## config.mk

```make
export PLATFORM = sky130hd
export DESIGN_NAME = rgbw_frame_sched
export DESIGN_NICKNAME = d
export VERILOG_FILES = /design/src/rtl/rgbw_frame_sched.sv
export SDC_FILE = /design/constraint.sdc
export NUM_CORES = 1
export LEC_CHECK = 0
export BUFFER_PORTS_ARGS = -buffer_cell sky130_fd_sc_hd__buf_2
export CORE_MARGIN = 8
export CORE_UTILIZATION = 49
export DETAILED_ROUTE_END_ITERATION = 12
export PLACE_DENSITY = 0.93
export SLEW_MARGIN = 20
export SYNTH_ARGS = -nofsm -noshare
export SYNTH_HDL_FRONTEND = slang
export SYNTH_SLANG_ARGS = --single-unit
```

## constraint.sdc

```tcl
create_clock -name clk -period 2.2 [get_ports clk]
set_clock_uncertainty 0.15 [all_clocks]
set_input_delay 0.44 -clock clk [delete_from_list [all_inputs] [get_ports clk]]
set_output_delay 0.44 -clock clk [all_outputs]
set_load 0.02 [all_outputs]
```

## src/rtl/rgbw_frame_sched.sv

```systemverilog
`default_nettype none
`timescale 1ns/1ps
// ============================================================================
// Module   : rgbw_frame_sched
// Purpose  : Two-source RGBW pixel frame scheduler feeding a write FIFO.
//            Grants one source per frame and forwards its GRB pixels as
//            tagged 32-bit FIFO words. Truncates over-long frames and times
//            out stalled frames. Every completed or timed-out frame is
//            closed with a stream-reset word (32'hC000_0000).
// Options  : RGBW_SCHED_RR_EN - round-robin arbitration between the two
//            sources. When undefined, s0 has fixed priority.
// Revision : 1.0 - initial release
// ============================================================================
module rgbw_frame_sched #(
  parameter int MAX_PIXELS    = 300,
  parameter int WATCHDOG_CLKS = 9600
) (
  input  logic        clk,
  input  logic        rst_n,
  input  logic        in_s0_valid,
  input  logic        in_s1_valid,
  input  logic [23:0] in_s0_data,
  input  logic [23:0] in_s1_data,
  input  logic        in_s0_last,
  input  logic        in_s1_last,
  output logic        out_s0_ready,
  output logic        out_s1_ready,
  input  logic        in_wr_fifo_full,
  output logic        out_wr_fifo_en,
  output logic [31:0] out_wr_fifo_data,
  output logic [1:0]  out_grant,
  output logic        out_frame_abort,
  output logic        out_busy
);

  localparam int CNT_W = $clog2(MAX_PIXELS + 1);
  localparam int WD_W  = $clog2(WATCHDOG_CLKS + 1);

  // Count values compared before the increment, so the compare fires on the
  // transfer / idle clock that makes the counter reach its limit.
  localparam logic [CNT_W-1:0] C_PIX_LAST = CNT_W'(MAX_PIXELS - 1);
  localparam logic [CNT_W-1:0] C_PIX_ONE  = CNT_W'(1);
  localparam logic [WD_W-1:0]  C_WD_LAST  = WD_W'(WATCHDOG_CLKS - 1);
  localparam logic [WD_W-1:0]  C_WD_ONE   = WD_W'(1);

  localparam logic [31:0] C_RST_WORD  = 32'hC000_0000;
  localparam logic [7:0]  C_PIX_TAG   = 8'h80;

  localparam logic [1:0] S_IDLE     = 2'd0;
  localparam logic [1:0] S_STREAM   = 2'd1;
  localparam logic [1:0] S_DRAIN    = 2'd2;
  localparam logic [1:0] S_RST_WORD = 2'd3;

  logic [1:0]       state_q,   state_d;
  logic [1:0]       grant_q,   grant_d;
  logic [CNT_W-1:0] pix_cnt_q, pix_cnt_d;
  logic [WD_W-1:0]  wd_cnt_q,  wd_cnt_d;
`ifdef RGBW_SCHED_RR_EN
  // 0: s0 wins a tie, 1: s1 wins a tie
  logic             prio_q,    prio_d;
`endif

  logic [1:0]  arb_pick;
  logic        own_valid;
  logic        own_last;
  logic [23:0] own_data;
  logic        own_ready;
  logic        xfer;
  logic        pix_limit_hit;
  logic        wd_tick;
  logic        wd_expire;

  // Route the current owner's handshake signals onto a single channel
  always_comb begin
    own_valid = 1'b0;
    own_last  = 1'b0;
    own_data  = 24'h0;
    if (grant_q[0]) begin
      own_valid = in_s0_valid;
      own_last  = in_s0_last;
      own_data  = in_s0_data;
    end else if (grant_q[1]) begin
      own_valid = in_s1_valid;
      own_last  = in_s1_last;
      own_data  = in_s1_data;
    end
  end

  // Pick the next frame owner from the sources requesting in IDLE
  always_comb begin
    arb_pick = 2'b00;
    if (in_s0_valid && in_s1_valid) begin
`ifdef RGBW_SCHED_RR_EN
      arb_pick = prio_q ? 2'b10 : 2'b01;
`else
      arb_pick = 2'b01;
`endif
    end else if (in_s0_valid) begin
      arb_pick = 2'b01;
    end else if (in_s1_valid) begin
      arb_pick = 2'b10;
    end
  end

  // DRAIN swallows words regardless of FIFO state; STREAM honours back-pressure
  assign own_ready = ((state_q == S_STREAM) && !in_wr_fifo_full) ||
                     (state_q == S_DRAIN);
  assign xfer      = own_valid && own_ready;

  // A non-last word that fills the frame budget truncates the frame
  assign pix_limit_hit = (state_q == S_STREAM) && xfer && !own_last &&
                         (pix_cnt_q == C_PIX_LAST);

  // Idle clocks only count when the FIFO could have taken a word
  assign wd_tick   = (state_q == S_STREAM) && !own_valid && !in_wr_fifo_full;
  assign wd_expire = wd_tick && (wd_cnt_q == C_WD_LAST);

  // State and bookkeeping registers
  always_ff @(posedge clk or negedge rst_n) begin
    if (!rst_n) begin
      state_q   <= S_IDLE;
      grant_q   <= 2'b00;
      pix_cnt_q <= '0;
      wd_cnt_q  <= '0;
`ifdef RGBW_SCHED_RR_EN
      prio_q    <= 1'b0;
`endif
    end else begin
      state_q   <= state_d;
      grant_q   <= grant_d;
      pix_cnt_q <= pix_cnt_d;
      wd_cnt_q  <= wd_cnt_d;
`ifdef RGBW_SCHED_RR_EN
      prio_q    <= prio_d;
`endif
    end
  end

  // Next-state, grant, counters and arbitration pointer
  always_comb begin
    state_d   = state_q;
    grant_d   = grant_q;
    pix_cnt_d = pix_cnt_q;
    wd_cnt_d  = wd_cnt_q;
`ifdef RGBW_SCHED_RR_EN
    prio_d    = prio_q;
`endif
    case (state_q)
      S_IDLE: begin
        if (arb_pick != 2'b00) begin
          grant_d   = arb_pick;
          pix_cnt_d = '0;
          wd_cnt_d  = '0;
          state_d   = S_STREAM;
        end
      end
      S_STREAM: begin
        if (xfer) begin
          wd_cnt_d  = '0;
          pix_cnt_d = pix_cnt_q + C_PIX_ONE;
          if (own_last) begin
            state_d = S_RST_WORD;
          end else if (pix_limit_hit) begin
            state_d = S_DRAIN;
          end
        end else if (wd_tick) begin
          if (wd_expire) begin
            state_d = S_RST_WORD;
          end else begin
            wd_cnt_d = wd_cnt_q + C_WD_ONE;
          end
        end
      end
      S_DRAIN: begin
        if (xfer && own_last) begin
          state_d = S_RST_WORD;
        end
      end
      S_RST_WORD: begin
        if (!in_wr_fifo_full) begin
          grant_d = 2'b00;
          state_d = S_IDLE;
`ifdef RGBW_SCHED_RR_EN
          // The source that just finished yields the next tie
          prio_d  = grant_q[0];
`endif
        end
      end
      default: begin
        state_d = S_IDLE;
        grant_d = 2'b00;
      end
    endcase
  end

  // Handshake, FIFO write and abort outputs decoded from the current state
  always_comb begin
    out_s0_ready     = 1'b0;
    out_s1_ready     = 1'b0;
    out_wr_fifo_en   = 1'b0;
    out_wr_fifo_data = 32'h0;
    out_frame_abort  = 1'b0;
    case (state_q)
      S_STREAM: begin
        out_s0_ready    = grant_q[0] && !in_wr_fifo_full;
        out_s1_ready    = grant_q[1] && !in_wr_fifo_full;
        out_frame_abort = pix_limit_hit || wd_expire;
        if (xfer) begin
          out_wr_fifo_en   = 1'b1;
          out_wr_fifo_data = {C_PIX_TAG, own_data};
        end
      end
      S_DRAIN: begin
        out_s0_ready = grant_q[0];
        out_s1_ready = grant_q[1];
      end
      S_RST_WORD: begin
        if (!in_wr_fifo_full) begin
          out_wr_fifo_en   = 1'b1;
          out_wr_fifo_data = C_RST_WORD;
        end
      end
      default: begin
      end
    endcase
  end

  assign out_grant = grant_q;
  assign out_busy  = (state_q != S_IDLE);

endmodule
`default_nettype wire

```

==> out/results.txt <==
status: finished, violations left
violated checks: negative setup slack
Mapped Cells: 275
final period utilization: 1.13
worst slack, placed: -0.0524 ns
first-pass GRT wire length: 13,700 um
Worst setup EP type: primary output
Post-Synth Simple-Gate Area: 0.276
HP Class: input pin to async pin
Final Max Slew Viols: 0
Worst setup startpoint: state_q[1]$_DFFE_PN0P_
combinational family with the most area after synthesis: compound AO/OA/AOI/OAI gates
CP required: 1.61 ns
CP max FO: 3
vias in the first global route: 2,713
Final setup viols: 31
CTS Buf Count: 3
post-synthesis compound-gate area fraction: 0.277
RePlAce Congestion: 0.886
Post-synth EDFFs: 0
Max-Cap Viols: 0
Starting Density: 0.515
Setup crit start kind: flop
Power Density: 957 nW/um^2
Num Clock Sinks: 27
DRT antenna net count: 0
largest area contributor in the netlist: dfrtp_1
post-synthesis sequential area ratio: 0.297
WL final: 9040 um
top_reg_cell synth: dfrtp_1
fillers: 286
wire length on met2: 4610 um
Skew-Pair Late Insertion Delay: 0.28 ns
root buffer cell: clkbuf_8
n_diodes: 0
Post-route DRC: 0
wl on met1: 3110 um
# H-tree levels: 1
Routed WL per cell: 20.6 um
Reg clk slew, reported paths: 0.10 ns
Pleak: 1.51 nW
leading post-synthesis cells by instance count: nor2_1 (46), dfrtp_1 (27), a22oi_1 (24)
worst hold slack: 0.00212 ns
relative slew slack: 0.590
highest metal used: met4
layout cells sized above 1: 0.482
DR pass1 iterations: 5
worst r2r src: state_q[1]$_DFFE_PN0P_
nets: 448
Final Critical Period: 2.49 ns
FFs w/ async S/R, synth: 1.00
Synth cell types: 59
fin area: 3370 sq um
Hold Vio Cnt, Final: 0
routed wl met3: 817 um
grt ovf: 0
Vias/cell: 6.29
Placement Cell Area: 3040 sq um
initial detailed-routing violation count: 289
Port Buf Inserts: 87
worst vdd ir: 0.000351 V
average size of a mapped cell: 8.26 sq um
Max Clk Rate: 402 MHz
Post-DP HPWL: 6000 um
Cell Count, Final, Fillers Out: 438
final setup margin: -0.288 ns
initial antenna violation count: 0
top cells by area, synth: dfrtp_1 (30%), a22oi_1 (7.9%), nor2_1 (7.6%)
CP arrival: 1.90 ns
clock buffer depth: 2
XOR/XNOR Fraction of Synth Area: 0.0270
Crit Path Class: flop to primary output
die span in y: 84.1 um
synthesized-area fraction occupied by adder cells: 0.0330
GRT Overall Usage: 0.230
row cnt: 24
Ports: 94
mapped cell area: 2270 sq um
DIE WIDTH: 84.1 um
DP Cell Count: 425
share of the synthesized area in the top cell type: 0.297
Layout area overhead: 48.2%
TritonCTS clock tree: done
synth warn: 0
maximum number of pins on one net before global-route repair: 28
number of synthesized register bits: 27
area of the die: 7070 sq um
Vias: 2,753
Worst Tran Pin Value: 0.614 ns
Core ar.: 4410 sq um
multiplexer share of the synthesized area: 0.0154
RSZ-0062 raised after global routing: yes
count leader, synth: nor2_1
## worst max-delay path: stages, from the launching register on
cell	delay, ns
dfrtp_1	0.42
inv_2	0.09
ha_2	0.20
and2b_1	0.20
nor2_1	0.09
nor4b_2	0.26
nor2_1	0.07
nor2_1	0.13
buf_4	0.16
## placed cells by master, fill, tap and decap left out, types with 4 or more instances in the layout
master / instances
inv_2: 4
and3_1: 4
nor3_1: 6
o21ai_1: 10
o31ai_1: 11
buf_4: 35
buf_6: 16
a21oi_1: 9
inv_1: 7
dfrtp_1: 26
conb_1: 6
nor2_1: 23
buf_2: 69
nand4_1: 5
nand2_1: 21
a31oi_1: 4
nor2_4: 22
o21ai_0: 6
a22oi_1: 24
xnor2_1: 5
## where the power goes
| group | switching (W) | total, W | internal (W) | leakage [nW] |
|---|---|---|---|---|
| sequential | 0.0000865 | 0.000650 | 0.000564 | 0.367 |
| clock | 0.000170 | 0.000299 | 0.000129 | 0.0217 |
| combinational | 0.00132 | 0.00227 | 0.000957 | 1.12 |
## kinds of logic (layout without fill, tap and decap cells)
| kind of cell | count (synthesis) | after routing |
|---|---|---|
| AO/OA/AOI/OAI | 86 | 86 |
| XOR/XNOR | 7 | 7 |
| adder cells (fa/ha/maj) | 6 | 6 |
| buffers and inverters | 32 | 138 |
| flip-flops | 27 | 27 |
| multiplexers | 3 | 3 |
| other | 1 | 6 |
| AND/OR/NAND/NOR | 113 | 113 |
## final cells by class
cell class	instances	area, sq um	share of cell area
repair buffers	123	853	0.253
clock inverters	1	7.51	0.00223
well taps	52	65.1	0.0193
clock buffers	3	41.3	0.0123
flip-flops and latches	27	677	0.201
inverters	11	41.3	0.0123
multi-input cells	221	1680	0.500
## layer usage
layer  vias to the layer above  GRT usage
met3                        42     0.0527
met2                       191      0.416
met4                         0      0.105
li1                       1214          -
met5                         -          0
met1                      1306      0.244
## path summary, 6_finish.rpt
check,end,slack (ns),depth (start not counted)
min in group clk,wd_cnt_q[13]$_DFFE_PN0P_,0.33,1
max in group asynchronous,out_grant[0]$_DFFE_PN0P_,1.47,1
max,out_frame_abort,-0.29,8
min reg2reg,wd_cnt_q[13]$_DFFE_PN0P_,0.33,1
max reg2reg,state_q[1]$_DFFE_PN0P_,-0.05,8
min,wd_cnt_q[9]$_DFFE_PN0P_,0.002,1
## repair_timing
| item | 4_1_cts | 5_1_grt |
|---|---|---|
| hold buffers | 0 | 0 |
| endpoints found under the setup margin | 30 | 34 |
| pin swaps | 1 | 6 |
| cloned | 0 | 1 |
| setup buffers | 3 | 5 |
| resized for setup | 43 | 16 |
## state kept, by name, summed over array words and instances (netlist names)
| register | count |
|---|---|
| wd_cnt_q | 14 |
| out_grant | 2 |
| state_q | 2 |
| pix_cnt_q | 9 |
## metrics by stage
step / utilization / power (W) / TNS, ns
global route: 0.763 / 0.00342 / -7.12
finish: 0.763 / 0.00322 / -5.08
floorplan: - / 0.00201 / -0.723
global placement: 0.688 / 0.00247 / 0
CTS: 0.734 / 0.00296 / -3.58
detailed placement: 0.688 / 0.00256 / -0.481
No activity file was read; power rests on OpenSTA's default activity.
